===== config.mk =====
export PLATFORM = sky130hd
export DESIGN_NAME = pll_reset_ctrl
export DESIGN_NICKNAME = d
export VERILOG_FILES = /design/src/rtl/pll_reset_ctrl.sv
export SDC_FILE = /design/constraint.sdc
export NUM_CORES = 1
export LEC_CHECK = 0
export ABC_AREA = 1
export CAP_MARGIN = 20
export CELL_PAD_IN_SITES_DETAIL_PLACEMENT = 1
export CELL_PAD_IN_SITES_GLOBAL_PLACEMENT = 2
export CORE_MARGIN = 2
export CORE_UTILIZATION = 37
export CTS_CLUSTER_SIZE = 14
export DETAILED_ROUTE_END_ITERATION = 8
export GPL_TIMING_DRIVEN = 0
export PLACE_DENSITY = 0.85
export SLEW_MARGIN = 20
export SYNTH_ARGS = -nofsm -noshare
export SYNTH_HDL_FRONTEND = slang
export SYNTH_SLANG_ARGS = --single-unit

===== constraint.sdc =====
create_clock -name clk -period 2.6 [get_ports clk]
set_input_delay 0.52 -clock clk [delete_from_list [all_inputs] [get_ports clk]]
set_output_delay 0.52 -clock clk [all_outputs]
set_load 0.01 [all_outputs]

===== src/rtl/pll_reset_ctrl.sv =====
// PLL lock qualifier and system reset generator. It holds reset until the lock
// has been stable long enough, then produces the fabric clock enable and a 1 us tick.
module pll_reset_ctrl #(
  parameter int STABLE_CYCLES = 4096,
  parameter int CE_DIV        = 2,
  parameter int TICK_DIV      = 96
) (
  input  logic       clk,
  input  logic       rst,
  input  logic       pll_locked,
  output logic       rst_out,
  output logic       ready,
  output logic       ce_out,
  output logic       tick_out,
  output logic [7:0] loss_count
);

  localparam int STAB_W = $clog2(STABLE_CYCLES);
  localparam logic [STAB_W-1:0] STAB_LAST = STAB_W'(STABLE_CYCLES - 1);

  typedef enum logic [1:0] {
    S_RESET,
    S_WAIT,
    S_STABLE,
    S_RUN
  } state_t;

  state_t            state_q;
  logic              sync1_q;
  logic              sync2_q;
  logic [STAB_W-1:0] stab_cnt_q;
  logic              rst_out_q;
  logic              ready_q;
  logic [7:0]        loss_count_q;
  logic              run_hold_d;
  logic [1:0]        strobe_w;

  // pll_locked is asynchronous to clk, so it passes through two flops before anything uses it.
  always_ff @(posedge clk or posedge rst) begin
    if (rst) begin
      sync1_q <= 1'b0;
      sync2_q <= 1'b0;
    end else begin
      sync1_q <= pll_locked;
      sync2_q <= sync1_q;
    end
  end

  always_ff @(posedge clk or posedge rst) begin
    if (rst) begin
      state_q      <= S_RESET;
      stab_cnt_q   <= '0;
      rst_out_q    <= 1'b1;
      ready_q      <= 1'b0;
      loss_count_q <= 8'd0;
    end else begin
      case (state_q)
        S_RESET: begin
          state_q <= S_WAIT;
        end
        S_WAIT: begin
          stab_cnt_q <= '0;
          if (sync2_q) begin
            state_q <= S_STABLE;
          end
        end
        S_STABLE: begin
          if (!sync2_q) begin
            state_q    <= S_WAIT;
            stab_cnt_q <= '0;
          end else if (stab_cnt_q == STAB_LAST) begin
            state_q   <= S_RUN;
            rst_out_q <= 1'b0;
            ready_q   <= 1'b1;
          end else begin
            stab_cnt_q <= stab_cnt_q + 1'b1;
          end
        end
        S_RUN: begin
          if (!sync2_q) begin
            state_q    <= S_WAIT;
            stab_cnt_q <= '0;
            rst_out_q  <= 1'b1;
            ready_q    <= 1'b0;
            if (loss_count_q != 8'hFF) begin
              loss_count_q <= loss_count_q + 8'd1;
            end
          end
        end
        default: begin
          state_q   <= S_RESET;
          rst_out_q <= 1'b1;
          ready_q   <= 1'b0;
        end
      endcase
    end
  end

  // True only on edges that keep the FSM in RUN. The dividers therefore clear on the exit edge itself.
  assign run_hold_d = (state_q == S_RUN) && sync2_q;

  // Divider 0 drives ce_out and divider 1 drives tick_out.
  // Each pulse is registered one count early, so it lands in the DIV-th RUN cycle.
  generate
    for (genvar gi = 0; gi < 2; gi++) begin : g_div
      localparam int DIV = (gi == 0) ? CE_DIV : TICK_DIV;
      localparam int W   = $clog2(DIV);
      localparam logic [W-1:0] LAST = W'(DIV - 1);
      localparam logic [W-1:0] PRE  = W'(DIV - 2);

      logic [W-1:0] cnt_q;
      logic         pulse_q;

      always_ff @(posedge clk or posedge rst) begin
        if (rst) begin
          cnt_q   <= '0;
          pulse_q <= 1'b0;
        end else if (run_hold_d) begin
          pulse_q <= (cnt_q == PRE);
          cnt_q   <= (cnt_q == LAST) ? '0 : cnt_q + 1'b1;
        end else begin
          cnt_q   <= '0;
          pulse_q <= 1'b0;
        end
      end

      assign strobe_w[gi] = pulse_q;
    end
  endgenerate

  assign rst_out    = rst_out_q;
  assign ready      = ready_q;
  assign ce_out     = strobe_w[0];
  assign tick_out   = strobe_w[1];
  assign loss_count = loss_count_q;

endmodule


==> results of run 1 <==
[logic make-up after synthesis]
logic type / share of synthesized area [%]
simple gates: 35.1
flops: 44.8
buf+inv: 6.58
xor+xnor: 6.26
compound gates: 2.11
fa+ha+maj: 5.11
[synthesized netlist by cell type]
cell type | number | area, um2
dfrtp_1 | 34 | 851
nand2_4 | 2 | 22.5
buf_2 | 1 | 5.00
xor2_1 | 11 | 96.3
buf_8 | 1 | 15.0
nor2_4 | 3 | 33.8
nand3_1 | 14 | 70.1
a21oi_1 | 3 | 15.0
nand2_2 | 3 | 18.8
nor2_1 | 29 | 109
nor3_2 | 1 | 10.0
xnor2_1 | 3 | 26.3
inv_2 | 1 | 3.75
o21ai_0 | 4 | 20.0
ha_1 | 8 | 100
nand4_1 | 11 | 68.8
nand2_1 | 86 | 323
buf_4 | 1 | 7.51
inv_1 | 26 | 97.6
nand3b_1 | 1 | 7.51
nor3_1 | 3 | 15.0
dfstp_2 | 1 | 26.3
nand3_2 | 1 | 10.0
a31oi_1 | 1 | 6.26
[final timing paths]
| kind | depth (start not counted) | endpoint | from |
|---|---|---|---|
| max in group asynchronous | 3 | rst_out | rst |
| max reg2reg | 8 | stab_cnt_q[6] | state_q[0] |
| min reg2reg | 0 | sync2_q | sync1_q |
| min | 0 | sync2_q | sync1_q |
| max | 1 | rst_out | rst_out |
| min in group asynchronous | 2 | loss_count[0] | rst |
[stage by stage]
step | std cells | setup slack [ps] | util (%) | power [W] | instance area [um2]
after detailed placement | 334 | 768 | 43.2 | 0.00117 | 2210
after global placement | 333 | 413 | 42.8 | 0.00115 | 2190
after CTS | 342 | 702 | 45.3 | 0.00167 | 2320
after floorplan | 249 | 1140 | - | 0.000988 | 1960
final | 342 | 728 | 45.3 | 0.00163 | 2320
after global routing | 342 | 507 | 45.3 | 0.00175 | 2320
[metal layers]
metal	up-vias	part of all wire (%)	GRT usage, %	wire length [um]
met4	0	1.7	6.55	72
met5	-	0	0	0
met1	756	50	21.7	2190
met3	5	2.1	3.18	93
li1	822	-	-	-
met2	11	46	27.0	1990
[state kept, by name (all words and copies together), names as in the netlist]
signal,count
state_q,2
ready,1
sync1_q,1
g_div.cnt_q,8
rst_out,1
stab_cnt_q,12
loss_count,8
sync2_q,1
tick_out,1
[area by class of cell]
cell class | count | area share [%]
clock buffer | 6 | 3.13
sequential | 35 | 37.9
tap | 70 | 3.78
multi-input combinational | 184 | 41.1
buffer | 3 | 1.19
clock inverter | 2 | 1.62
timing repair buffer | 15 | 6.92
inverter | 27 | 4.38
[power by group through the flow]
stage | combinational, W | sequential [W] | clock (W)
after global routing | 0.000544 | 0.000681 | 0.000526
after detailed placement | 0.000487 | 0.000680 | 0
after CTS | 0.000488 | 0.000670 | 0.000507
final | 0.000478 | 0.000669 | 0.000489
after floorplan | 0.000304 | 0.000684 | 0
after global placement | 0.000473 | 0.000679 | 0
==> flow_summary.json, run 1 <==
{
  "cap_violations": 0,
  "die_area_um2": 5890,
  "cts_setup_buffers": 0,
  "drt_pre_antenna_iters": 4,
  "postRouteAntennaNets": 0,
  "routed_via_density": 4.66,
  "clkTransAtPathRegs_ps": 70,
  "critPathBufInv": 1,
  "drc": 0,
  "multiInputGateArea_um2": 952,
  "seq_area_frac_synth_pct": 44.8,
  "layout_commonest_cell": "nand2_1",
  "vias": 1594,
  "pwr-share-seq_pct": 40.9,
  "yosysWarnings": 0,
  "regToRegSetupSlack_ps": 760,
  "cts_buffers": 5,
  "cp-start-kind": "flop",
  "seqCellArea_um2": 877,
  "wl_per_cell_um": 12.7,
  "hold_viol": 0,
  "period_share_pct": 72.0,
  "hold_class": "reg2reg",
  "synth.ff_latch_count": 35,
  "rsz0062_at_grt": "false",
  "clockBufferDepth": 2,
  "rows": 26,
  "final_nets": 282,
  "n_fill_cell": 649,
  "antenna-diode-count": 0,
  "netlist_instances": 249,
  "p_sw_share_pct": 33.5,
  "crit_path_cell_trace": "clkdlybuf4s50_1",
  "coreArea_um2": 5110,
  "cp-end-kind": "primary output",
  "boundaryPins": 15,
  "crit_slowest_cell": "clkdlybuf4s50_1",
  "first_global_vias": 1650,
  "hold_ws_ps": 360,
  "synth_cell_type_count": 24,
  "fin_tns_setup_ps": 0,
  "drtIter0Drc": 57,
  "max_freq_mhz": 534,
  "criticalPathCategory": "reg2out",
  "syn_area_um2": 1960,
  "post_cts_resized": 0,
  "grt_usage_pct": 16.6,
  "crit_family": "buffers and inverters",
  "gr-total-overflow": 0,
  "power.leakage_nw": 1.15,
  "syn_avg_cell_area_um2": 7.86,
  "cts_num_sinks": 35,
  "maxSlewHeadroom_pct": 67.8,
  "portBuffers": 14,
  "skew_ps": 12.7,
  "worst_pin_slew_ps": 477,
  "syn2layout_area_growth_pct": 18.3,
  "worst_path_largest_cell_delay_ps": 540,
  "switching_power_w": 0.000547,
  "grt_max_degree": 31,
  "fin_crit_ps": 1870,
  "cp_max_fo": 2,
  "drt-total-wl_mm": 4.34,
  "antenna_found_initial": 0,
  "cp.arrival_ps": 1350,
  "intPower_w": 0.00109,
  "cts-root-buf": "clkbuf_8",
  "peakVddDrop_v": 0.000349,
  "grt_pass1_wl_mm": 7.84,
  "cts_tree": "done",
  "initial_core_util_pct": 38.3,
  "cp_data_required_time_ps": 2080,
  "drive_gt1_share_pct": 8.82,
  "p_per_area_nw_per_um2": 706,
  "layout_common_cells": "nand2_1, dfrtp_1, nor2_1",
  "place.detailed.hpwl_mm": 3.24,
  "setup_viol_count_final": 0,
  "slew_viol_final": 0,
  "gp_congestion": 0.721,
  "clock_latency_ps": 290,
  "fp.dieH_um": 76.7,
  "cts_hold_buf": 0,
  "pwr-share-clk_pct": 29.9,
  "synth_nets": 260,
  "status": "completed",
  "clock_tree.htree_level_count": 2,
  "die_w_um": 76.7,
  "combPwrFrac_pct": 29.2
}
(Power assumes the default switching activity.)
==> run 2, diff against run 1 <==
Settings changed: CORE_UTILIZATION 37 to 34, PLACE_DENSITY 0.85 to 0.79.
Clock period 2.6 ns to 1.9 ns, I/O delays scaled along.
==> flow_summary.json, run 2 (same netlist as run 1, synthesis figures left out) <==
{
  "status": "completed",
  "layout_commonest_cell": "nand2_1",
  "slew_viol_final": 0,
  "coreArea_um2": 5540,
  "period_share_pct": 92.1,
  "power.leakage_nw": 1.16,
  "post-route-util_pct": 42.3,
  "fin_crit_ps": 1750,
  "crit_family": "flip-flops",
  "cts_tree": "done",
  "peakVddDrop_v": 0.000515,
  "cp_max_fo": 2,
  "final_area_um2": 2340,
  "criticalPathCategory": "reg2out",
  "grt_max_degree": 30,
  "setup_viol_count_final": 0,
  "grt_pass1_wl_mm": 7.91,
  "postRouteAntennaNets": 0,
  "dpl_cell_area_um2": 2210,
  "grt_usage_pct": 16.0,
  "drive_gt1_share_pct": 10.3,
  "gp_congestion": 0.725,
  "clock_latency_ps": 290,
  "final_nets": 283,
  "drt_pre_antenna_iters": 4,
  "cap_violations": 0,
  "rows": 27,
  "antenna_found_initial": 0,
  "multiInputGateArea_um2": 962,
  "drtIter0Drc": 31,
  "cp-end-kind": "primary output",
  "maxSlewHeadroom_pct": 68.6,
  "worstReg2RegEnd": "stab_cnt_q[0]",
  "cts_buffers": 5,
  "die_area_um2": 6380,
  "cts_num_sinks": 35,
  "cts-root-buf": "clkbuf_8",
  "antenna-diode-count": 0,
  "startpoint": "rst_out",
  "rsz0062_at_grt": "false",
  "wl_per_cell_um": 12.8,
  "boundaryPins": 15,
  "drc": 0,
  "place.detailed.hpwl_mm": 3.21,
  "crit_path_cell_trace": "clkdlybuf4s50_1",
  "drt-total-wl_mm": 4.42,
  "cp_data_required_time_ps": 1520,
  "worst_path_largest_cell_delay_ps": 540,
  "cp-start-kind": "flop",
  "hold_class": "in2async",
  "cp_num_cells": 1,
  "cts_hold_buf": 0,
  "n_fill_cell": 697,
  "gr-total-overflow": 0,
  "clkTransAtPathRegs_ps": 80,
  "seqCellArea_um2": 877,
  "initial_core_util_pct": 35.3,
  "critPathBufInv": 1,
  "die_w_um": 79.9,
  "layout_common_cells": "nand2_1, dfrtp_1, nor2_1",
  "worstRegToRegCells": 10,
  "fin_tns_setup_ps": 0,
  "routed_via_density": 4.65,
  "regToRegSetupSlack_ps": 210,
  "critPathCapture": "rst_out",
  "crit_slowest_cell": "dfstp_2",
  "first_global_vias": 1649,
  "vias": 1603,
  "cp.arrival_ps": 1370,
  "p_per_area_nw_per_um2": 983,
  "clockBufferDepth": 2,
  "hold_viol": 0,
  "largest-register": "stab_cnt_q",
  "syn2layout_area_growth_pct": 19.6,
  "fp.dieH_um": 79.9,
  "clock_tree.htree_level_count": 2,
  "portBuffers": 14,
  "skew_ps": 9.00,
  "r2r-start": "stab_cnt_q[1]",
  "largest_reg_flops": 12,
  "max_freq_mhz": 572,
  "worst_pin_slew_ps": 466
}
run 2: repair_timing:
action	4_1_cts	5_1_grt
buffers inserted	0	1
setup endpoints to repair	0	8
resized for setup	0	3
run 2: stage by stage:
stage          cells  worst slack, ps  hold WS, ps  power (W)
2_1_floorplan    249              437          331    0.00135
3_3_place_gp     335             -178          332    0.00158
3_5_place_dp     336             81.6          346    0.00160
4_1_cts          344             69.8          296    0.00233
5_1_grt          345             19.7          299    0.00246
6_report         345              151          300    0.00230
run 2: how the worst min path moves through the flow:
stage,startpoint,end,slack [ps]
floorplan,sync1_q,sync2_q,330
global placement,sync1_q,sync2_q,330
detailed placement,sync1_q,sync2_q,350
CTS,rst,loss_count[0],300
global route,rst,loss_count[0],300
finish,rst,loss_count[0],300
run 2: power breakdown:
part	switching [W]	total, W	internal [W]	leakage, nW
logic	0.000389	0.000669	0.000280	0.627
registers	0.0000944	0.000921	0.000827	0.473
clock network	0.000314	0.000712	0.000398	0.0587
run 2: layout make-up:
cell class	count	share of cell area [%]
repair buffers	16	7.16
inverters	27	4.33
flip-flops and latches	35	37.4
clock buffers	5	2.94
well taps	72	3.85
plain buffers	3	1.18
clock inverters	3	2.03
multi-input cells	184	41.1
run 2: layer usage:
metal,vias up,GRT usage (%),share of wire [%]
li1,824,-,-
met1,763,21.4,49
met2,12,25.7,47
met3,4,3.73,2.2
met4,0,4.58,1.1
met5,-,0,0
